File: config.mk
export PLATFORM = sky130hd
export DESIGN_NAME = coco_eq_clkgen
export DESIGN_NICKNAME = d
export VERILOG_FILES = /design/src/rtl/coco_clk_pkg.sv /design/src/rtl/coco_clkdiv.sv /design/src/rtl/coco_eq_clkgen.sv
export SDC_FILE = /design/constraint.sdc
export NUM_CORES = 1
export LEC_CHECK = 0
export CAP_MARGIN = 0
export CORE_MARGIN = 3
export CORE_UTILIZATION = 55
export CTS_BUF_LIST = sky130_fd_sc_hd__clkbuf_8
export CTS_CLUSTER_SIZE = 12
export DETAILED_ROUTE_END_ITERATION = 10
export DONT_BUFFER_PORTS = 1
export GPL_ROUTABILITY_DRIVEN = 0
export PLACE_DENSITY_LB_ADDON = 0.05
export SLEW_MARGIN = 20
export SYNTH_ARGS = -nofsm -noshare
export SYNTH_HDL_FRONTEND = slang
export SYNTH_SLANG_ARGS = --single-unit
File: constraint.sdc
create_clock -name clk -period 3.7 [get_ports clk]
set_input_delay 0.555 -clock clk [delete_from_list [all_inputs] [get_ports clk]]
set_output_delay 0.555 -clock clk [all_outputs]
set_load 0.05 [all_outputs]
File: src/rtl/coco_clk_pkg.sv
// rtl/coco_clk_pkg.sv - shared divisor defaults and quarter encoding for the 6809E clock generator
package coco_clk_pkg;

  // Default system clocks per E period (slow / fast) and per pixel enable
  localparam int DEF_DIV_SLOW = 56;
  localparam int DEF_DIV_FAST = 28;
  localparam int DEF_PIX_DIV  = 4;

  // Quarter of the E period the phase counter is in
  typedef enum logic [1:0] {
    Q0 = 2'd0,
    Q1 = 2'd1,
    Q2 = 2'd2,
    Q3 = 2'd3
  } quarter_t;

  // Quarter index of a phase; compares against multiples of the quarter length so no divider is built
  function automatic quarter_t quarter_of(input int ph, input int qlen);
    if (ph < qlen)
      return Q0;
    else if (ph < 2 * qlen)
      return Q1;
    else if (ph < 3 * qlen)
      return Q2;
    else
      return Q3;
  endfunction

  // Q is high in the middle two quarters
  function automatic logic q_level(input quarter_t qt);
    return (qt == Q1) || (qt == Q2);
  endfunction

  // E is high in the second half, lagging Q by one quarter
  function automatic logic e_level(input quarter_t qt);
    return (qt == Q2) || (qt == Q3);
  endfunction

endpackage

File: src/rtl/coco_clkdiv.sv
// rtl/coco_clkdiv.sv - free-running divider producing a one-cycle enable every DIV clocks
module coco_clkdiv
  import coco_clk_pkg::*;
#(
  parameter int DIV = DEF_PIX_DIV
) (
  input  logic clk,
  input  logic reset,
  output logic ena
);

  localparam int CNT_W = (DIV > 1) ? $clog2(DIV) : 1;
  localparam logic [CNT_W-1:0] LAST = CNT_W'(DIV - 1);

  if (DIV < 2) begin : g_bad_div
    $error("coco_clkdiv: DIV must be at least 2");
  end

  logic [CNT_W-1:0] cnt;

  // Count 0..DIV-1 and fire the enable on the clock after the terminal count
  always_ff @(posedge clk or posedge reset) begin
    if (reset) begin
      cnt <= '0;
      ena <= 1'b0;
    end else begin
      ena <= (cnt == LAST);
      cnt <= (cnt == LAST) ? '0 : cnt + CNT_W'(1);
    end
  end

endmodule

File: src/rtl/coco_eq_clkgen.sv
// rtl/coco_eq_clkgen.sv - 6809E E/Q quadrature clock generator with speed switch, stall and pixel enable
module coco_eq_clkgen
  import coco_clk_pkg::*;
#(
  parameter int DIV_SLOW = DEF_DIV_SLOW,
  parameter int DIV_FAST = DEF_DIV_FAST,
  parameter int PIX_DIV  = DEF_PIX_DIV
) (
  input  logic clk,
  input  logic reset,
  input  logic speed_req,
  input  logic stall,
  output logic E,
  output logic Q,
  output logic e_rise,
  output logic e_fall,
  output logic q_rise,
  output logic q_fall,
  output logic speed_cur,
  output logic pix_ena
);

  localparam int PH_W      = $clog2(DIV_SLOW);
  localparam int QLEN_SLOW = DIV_SLOW / 4;
  localparam int QLEN_FAST = DIV_FAST / 4;
  localparam logic [PH_W-1:0] LAST_SLOW = PH_W'(DIV_SLOW - 1);
  localparam logic [PH_W-1:0] LAST_FAST = PH_W'(DIV_FAST - 1);

  if ((DIV_SLOW % 4) != 0 || DIV_SLOW < 8) begin : g_bad_slow
    $error("coco_eq_clkgen: DIV_SLOW must be a multiple of 4 and at least 8");
  end
  if ((DIV_FAST % 4) != 0 || DIV_FAST < 8) begin : g_bad_fast
    $error("coco_eq_clkgen: DIV_FAST must be a multiple of 4 and at least 8");
  end
  if (DIV_FAST > DIV_SLOW) begin : g_bad_order
    $error("coco_eq_clkgen: DIV_FAST must not exceed DIV_SLOW");
  end
  if (PIX_DIV < 2) begin : g_bad_pix
    $error("coco_eq_clkgen: PIX_DIV must be at least 2");
  end

  logic [PH_W-1:0] ph;
  logic [PH_W-1:0] p_last;
  int              qlen;
  logic            at_last;
  logic            holding;
  quarter_t        quarter;
  logic            e_next;
  logic            q_next;

  // Period end, stall hold and next E/Q levels for the speed currently in effect
  always_comb begin
    p_last  = speed_cur ? LAST_FAST : LAST_SLOW;
    qlen    = speed_cur ? QLEN_FAST : QLEN_SLOW;
    at_last = (ph == p_last);
    holding = at_last && stall;
    quarter = quarter_of(32'(ph), qlen);
    e_next  = e_level(quarter);
    q_next  = q_level(quarter);
  end

  // Phase counter: wraps at the period end, parks there while stalled, and adopts a new speed only on the wrap
  always_ff @(posedge clk or posedge reset) begin
    if (reset) begin
      ph        <= '0;
      speed_cur <= 1'b0;
    end else if (at_last) begin
      if (!holding) begin
        ph        <= '0;
        speed_cur <= speed_req;
      end
    end else begin
      ph <= ph + PH_W'(1);
    end
  end

  // Registered E/Q levels one cycle behind ph, with edge strobes coincident with the new level
  always_ff @(posedge clk or posedge reset) begin
    if (reset) begin
      E      <= 1'b0;
      Q      <= 1'b0;
      e_rise <= 1'b0;
      e_fall <= 1'b0;
      q_rise <= 1'b0;
      q_fall <= 1'b0;
    end else begin
      E      <= e_next;
      Q      <= q_next;
      e_rise <= e_next & ~E;
      e_fall <= ~e_next & E;
      q_rise <= q_next & ~Q;
      q_fall <= ~q_next & Q;
    end
  end

  // Video clock enable runs free of speed, stall and E/Q phase
  coco_clkdiv #(
    .DIV(PIX_DIV)
  ) u_pix_div (
    .clk  (clk),
    .reset(reset),
    .ena  (pix_ena)
  );

endmodule
== After elaboration in Yosys (flattened, before gate mapping) ==
Index checks and enable logic that the tools add are counted.

* Flip-flop bits (word level): 16
* Input bits: 4
* Output and inout bits: 8
* Logic and storage cells: 43

* $add $sub $neg: 2
* $mul: 1
* $lt $le $gt $ge: 3
* Equal/unequal tests: 6
* Muxes and demuxes: 8
* Bitwise operators: 9
* Reductions and logical operators: 4

{| class="wikitable"
|+ Operators by type and width
! kind !! count
|-
| 6-bit two-way mux || 3
|-
| 6-bit by 1-bit adder with 6-bit output (second input constant) || 1
|-
| 2-bit equality test (second input constant) || 3
|-
| 6-bit equality test || 1
|-
| 6-bit by 4-bit < comparator with 1-bit output || 1
|-
| 6-bit by 5-bit < comparator with 1-bit output || 1
|-
| 6-bit < comparator || 1
|-
| 2-bit by 4-bit multiplier with 6-bit output (first input constant) || 1
|-
| 2-bit two-way mux || 3
|-
| 1-bit inverter || 5
|-
| 1-bit AND || 4
|-
| 4-bit two-way mux || 1
|-
| 2-bit by 1-bit adder with 2-bit output (second input constant) || 1
|-
| 2-bit by 1-bit equality test with 1-bit output (second input constant) || 1
|-
| 1-bit logical OR || 2
|-
| 2-bit != test (second input constant) || 1
|-
| 2-bit AND reduction || 1
|-
| 1-bit logical AND || 1
|-
| 1-bit two-way mux || 1
|}

== Depth between registers and ports, before layout ==
Gate-level depths: netlist of the first run.

* Depth after elaboration: 10
* Gate-level depth with buffers: 6
* Mapped depth without buffers: 6

== Hierarchy ==
Synthesis of the first run repeated with hierarchy kept, for this count alone.

* Cell total of the unflattened synthesis: 77
* Area, all modules: 859.6 sq um

{| class="wikitable"
|+ By module, submodules not included
! module !! instances !! cells an instance !! area each (sq um) !! sequential area each (sq um)
|-
| coco_eq_clkgen || 1 || 71 || 764.5 || 325.3
|-
| coco_clkdiv || 1 || 6 || 95.1 || 75.1
|}

== Least setup slack after synthesis of the first run ==
OpenSTA, ideal clock, no wires.

* Path kind: reg2reg
* From: register speed_cur
* To: register speed_cur
* Setup time: 128 ps
* Arrival time: 1941 ps
* Data required time: 3572 ps
* Path slack: 1631 ps
* Cell stages (with the launch flop): 7
* Buffers on the path: 0
* Clock period less this slack: 2069 ps
* Cells stage by stage: dfrtp_1 -> inv_1 -> ha_1 -> nor2_2 -> nand4_2 -> nor2_1 -> mux2_1

* Cells in the longest elaborated chain, start to end: 5

{| class="wikitable"
|+ RTL lines
! what !! RTL line !! RTL
|-
| start: declaration || coco_eq_clkgen.sv:19 || <nowiki>output logic speed_cur,</nowiki>
|-
| start signal: assignment || coco_eq_clkgen.sv:70 || <nowiki>speed_cur <= speed_req;</nowiki>
|-
| 6-bit two-way mux (*) || coco_eq_clkgen.sv:53 || <nowiki>p_last = speed_cur ? LAST_FAST : LAST_SLOW;</nowiki>
|-
| 6-bit equality test (*) || coco_eq_clkgen.sv:55 || <nowiki>at_last = (ph == p_last);</nowiki>
|-
| 1-bit logical AND || coco_eq_clkgen.sv:56 || <nowiki>holding = at_last && stall;</nowiki>
|-
| 1-bit inverter (no line) || -- ||
|-
| 2-bit AND reduction (no line) (*) || -- ||
|}

Mark *: on every way between the ends. The rest lies on a longest branch, timed or not.
A chain may end at the register's enable or synchronous reset.

== Final worst setup path of the first run ==
Ends and elaborated chain as after synthesis.

==> results of run 1 <==
sequential cells by signal, summed over array words and instances, names as in the netlist:
name	flops
speed_cur	1
E	1
q_rise	1
e_rise	1
q_fall	1
u_pix_div.ena	1
ph	6
Q	1
u_pix_div.cnt	2
e_fall	1
final cells by class:
| class | instances | share of cell area [%] |
|---|---|---|
| inverters | 5 | 2.10 |
| multi-input cells | 54 | 44.9 |
| well taps | 15 | 2.10 |
| flip-flops and latches | 16 | 44.8 |
| clock buffers | 4 | 6.15 |
critical path, delay by kind of cell, from the launching register on:
kind	cells	cell delay, ps
buffers and inverters	1	150
multiplexers	1	340
AND/OR/NAND/NOR	3	500
flip-flops	1	770
adder cells (fa/ha/maj)	1	350
worst paths after layout:
| path | start | cells past startpoint | slack [ps] | endpoint |
|---|---|---|---|---|
| max | speed_cur$_DFFE_PP0P_ | 6 | 1470 | speed_cur$_DFFE_PP0P_ |
| min | reset | 1 | 260 | u_pix_div.ena$_DFF_PP0_ |
| max reg2reg | speed_cur$_DFFE_PP0P_ | 6 | 1470 | speed_cur$_DFFE_PP0P_ |
| min reg2reg | u_pix_div.cnt[0]$_DFF_PP0_ | 1 | 440 | u_pix_div.cnt[0]$_DFF_PP0_ |
| max in group asynchronous | reset | 1 | 3060 | ph[4]$_DFFE_PP0P_ |
| min in group clk | u_pix_div.cnt[0]$_DFF_PP0_ | 1 | 440 | u_pix_div.cnt[0]$_DFF_PP0_ |
cells in the mapped netlist, types with 2 or more instances:
| library cell | number |
|---|---|
| dfrtp_1 | 16 |
| ha_1 | 9 |
| a21oi_1 | 6 |
| nor2_1 | 6 |
| inv_1 | 5 |
| nand3_1 | 4 |
| nand2_1 | 3 |
| and2_1 | 2 |
| mux2i_1 | 2 |
through the flow:
step	util (%)	setup slack [ps]	instances
after floorplan	-	1630	75
after global placement	62.2	1540	90
after detailed placement	62.2	1460	90
after CTS	66.3	1450	94
after global routing	66.3	1270	94
final	66.3	1470	94
cell families after synthesis:
kind of cell	synth area share (%)
adders and majority gates	13.7
and+or+nand+nor	15.1
AOI/OAI and AO/OA	12.3
buffers and inverters	2.29
xor gates and xnor gates	2.13
muxes	5.64
DFF	48.8
layer usage:
| metal | wire, um | track usage [%] |
|---|---|---|
| met2 | 700 | 27.8 |
| met5 | 0 | 0 |
| met4 | 12 | 7.83 |
| met3 | 87 | 6.50 |
| met1 | 613 | 22.1 |
==> flow_summary.toml, run 1 <==
[run_status]
outcome = "finished clean"

[sta]
worst_hold_slack_ps = 258
setup_total_negative_slack_ps = 0
finalMaxSlewViolations = 0
tightestPinTransition_ps = 668
timing.final.crit_share_pct = 60.4
max_freq_ghz = 0.448
crit_path_time_final_ps = 2230
hold_viol = 0
fin_worst_skew_ps = 1.67
rsz_0062_raised_after_global_routing = "no"
final-setup-viol-count = 0
slew_headroom_pct = 55.4

[detailed_routing]
drt_pre_antenna_iters = 4
initialDrtViolationCount = 11
via_cell_ratio = 5.95
detail-route-antenna-nets = 0
num_vias = 559
route.detailed.drc = 0
wl_per_cell_um = 15.0
routed_wl_mm = 1.41

[worst_setup_path]
critical_path_class = "reg -> reg"
critical_path_arrival_ps = 2360
critical_path.startpoint_type = "register"
timing.critical_path.slowest_cell_delay_ps = 770
worst_setup_path_end_kind = "register"
cp_slowest_cell = "dfrtp_1"
cp_cell_sequence = "inv_1, ha_1, nor2_2, nand4_2, nor2_1, mux2_1"
timing.critical_path.required_ps = 3830
crit_fanout = 9

[yosys]
post_synth_instance_area_sq_um = 821
synthCells = 75
number_of_enable_type_register_cells_in_the_synthesized_netlist = 0
synth_top_cell_area_share_pct = 48.8
ys_seq_area_share_pct = 48.8
ys_ff_latch = 16
synth_top_area_cell = "dfrtp_1"
ys_types = 31
yosysWarningCount = 0
postSynth.topFlopCell = "dfrtp_1"
mapped_avg_cell_area_sq_um = 10.9
synth.top_cells.by_area = "dfrtp_1 (49%), ha_1 (14%), a21oi_1 (3.7%)"
synth_async_sr_flop_share_pct = 100
post_synthesis_net_count = 88

[layout]
layout_common_cells = "dfrtp_1 (16), ha_1 (9), a21oi_1 (6), nor2_1 (6), inv_1 (5)"
mostFrequentLayoutCell = "dfrtp_1"
final_net_count = 93
area.sequential_sq_um = 400
share_of_layout_cells_above_drive_strength_1_pct = 10.1
area_growth_pct = 8.99
layout.cell_area.non_filler_sq_um = 895
fillerInstances = 107
multi_input_comb_area_sq_um = 402
antenna_cells_inserted = 0

[global_route]
grt_pass1_vias = 579
grt_start_max_net_pins = 17
antenna_found_initial = 0
grt_util_all_layers_pct = 17.9
grt.overflow.total = 0
grt_first_pass_wirelength_mm = 2.50

[clock_network]
cts_hold_buf = 0
cts.repair.resized = 0
ctsHtreeMaxLevel = 1
insertion_delay_ps = 250
cts_setup_buffers = 0
clock_tree_from_tritoncts = "yes"
cts.reportedPaths.clkPinSlew_ps = 60
cts_root_buf = "clkbuf_8"
cts-buffers-inserted = 3
ctsLongestPathBuffers = 2
cts.sink_count = 16

[floorplanning]
fp.dieH_um = 44.6
floorplan.die_area_sq_um = 1990
io-pin-count = 12
die_width_um = 44.6
initial_utilization_pct = 60.8
core.rowCount = 13
core-area_sq_um = 1350

[flow_run]
maxCapViolations = 0

[placement]
detailed_place.area_sq_um = 840
post-dp-hpwl_mm = 1.05
port_buffers = 0

[worst_hold_path]
hold_path.class = "in -> async"
Power of run 1 is not shown: default switching activity piles up to over one toggle a cycle in this logic, so the estimate is an artifact.
==> run 2, diff against run 1 <==
==> constraint.sdc (replaced) <==
create_clock -name clk -period 1.9 [get_ports clk]
set_input_delay 0.285 -clock clk [delete_from_list [all_inputs] [get_ports clk]]
set_output_delay 0.285 -clock clk [all_outputs]
set_load 0.05 [all_outputs]
==> run 2 against run 1 <==
Effect of this change:
- count of clock-buffer cells in the layout did not move
- core utilization up 3.6 points
- first-iteration DRC count rose by 55%
- die area is the same
- clock skew barely moved
- setup slack got worse by 1300 ps
- hold slack got worse by 74 ps
- global-route usage up 1.2 points
- non-clock buffer count grew 6
- routed wire length rose by 2.3%
- fmax is 28% higher
==> flow_summary.toml, run 2 (synthesis gave the netlist of run 1 again) <==
[placement]
place_inst = 95
dpl_worst_slack_ps = 166
port_buffers = 0

[worst_setup_path]
critical_path_class = "reg -> reg"
crit_fanout = 5
number_of_cells_on_the_worst_reg_to_reg_path = 6
cp.depth = 6
critical_path.startpoint_type = "register"
worst-path-buf-inv = 1
worst_r2r_startpoint = "speed_cur$_DFFE_PP0P_"
cp_slowest_cell = "dfrtp_2"
timing.critical_path.slowest_cell_delay_ps = 390
cp_cell_sequence = "buf_4, ha_1, nor2_1, a311o_1, and2_1, a22o_1"
setup.reg_to_reg.worst_slack_ps = 160
setup.worst_path.start = "speed_cur$_DFFE_PP0P_"
critical_path_arrival_ps = 1880
reg2reg_to = "q_fall$_DFF_PP0_"
timing.critical_path.required_ps = 2030
worst_setup_path_end_kind = "register"
critical-path-top-delay-family = "compound AO/OA/AOI/OAI gates"

[worst_hold_path]
min_path_cells = 1
hp-start = "speed_req"
worstHoldEndpoint = "speed_cur$_DFFE_PP0P_"
hold_path.class = "in -> reg"

[flow_run]
maxCapViolations = 0

[sta]
slew_headroom_pct = 61.7
hold_viol = 0
tightestPinTransition_ps = 574
rsz_0062_raised_after_global_routing = "no"
timing.final.crit_share_pct = 91.6
finalMaxSlewViolations = 0
max_freq_ghz = 0.574
final-setup-viol-count = 0
fin_worst_skew_ps = 1.73
setup_total_negative_slack_ps = 0
finalWorstSetupSlack_ps = 159
crit_path_time_final_ps = 1740

[global_route]
antenna_found_initial = 0
grt_start_max_net_pins = 17
grt_first_pass_wirelength_mm = 2.62
grt_util_all_layers_pct = 19.0
grt_pass1_vias = 623
grt.overflow.total = 0

[detailed_routing]
drt_pre_antenna_iters = 4
wl_per_cell_um = 14.5
detail-route-antenna-nets = 0
num_vias = 587
initialDrtViolationCount = 17
route.detailed.drc = 0
routed_wl_mm = 1.45
via_cell_ratio = 5.87

[run_status]
outcome = "finished clean"

[layout]
layout_common_cells = "dfrtp_1 (15), ha_1 (9), a21oi_1 (6), nor2_1 (6)"
area_growth_pct = 14.9
mostFrequentLayoutCell = "dfrtp_1"
finish.cell_count_without_fillers = 100
share_of_layout_cells_above_drive_strength_1_pct = 16.5
largest_register_ff_count = 6
antenna_cells_inserted = 0
largest_register = "ph"
registers_with_the_most_flip_flops = "ph x6, u_pix_div.cnt x2"
final_net_count = 99

[floorplanning]
core-area_sq_um = 1350
die_width_um = 44.6
io-pin-count = 12
fp.dieH_um = 44.6
floorplan.die_area_sq_um = 1990
initial_utilization_pct = 60.8
core.rowCount = 13

[clock_network]
clock_tree_from_tritoncts = "yes"
cts.sink_count = 16
cts.repair.resized = 0
ctsLongestPathBuffers = 2
cts.reportedPaths.clkPinSlew_ps = 60
cts_root_buf = "clkbuf_8"
cts-buffers-inserted = 3
ctsHtreeMaxLevel = 1
insertion_delay_ps = 240
## run 2: cell count changes in the layout (fill, tap and decap cells not counted), sizes merged
cell and delta:
buf +5, dlygate4sd3 +1
## run 2: metrics by stage
step                cell area [sq um]  hold WS, ps  util [%]
floorplan                         822          199         -
global placement                  878          260      65.1
detailed placement                878          261      65.1
CTS                               943          180      69.9
global route                      943          169      69.9
finish                            943          183      69.9
## run 2: per-layer routing
layer  GRT usage [%]  routed length (um)  vias to the layer above
li1                -                   -                      284
met3            6.10                  63                        6
met2            28.4                 696                       17
met4            13.3                  42                        0
met5               0                   0                        -
met1            23.1                 643                      280
## run 2: cell type report
type / count / area, sq um
well taps: 15 / 18.8
multi-input cells: 54 / 402
flip-flops and latches: 16 / 402
repair buffers: 6 / 47.5
fillers: 100 / 407
clock buffers: 4 / 55.1
inverters: 5 / 18.8
## run 2: how the worst max path moves through the flow
stage	slack [ps]	to
2_1_floorplan	30	speed_cur$_DFFE_PP0P_
3_3_place_gp	200	q_fall$_DFF_PP0_
3_5_place_dp	170	q_fall$_DFF_PP0_
4_1_cts	150	q_fall$_DFF_PP0_
5_1_grt	80	q_fall$_DFF_PP0_
6_report	160	q_fall$_DFF_PP0_
## run 2: timing repair
item | CTS | global route
hold endpoints to repair | 16 | 0
hold buffers | 1 | 0
buffers inserted | 0 | 0
Power of run 2 is left out for the same reason.
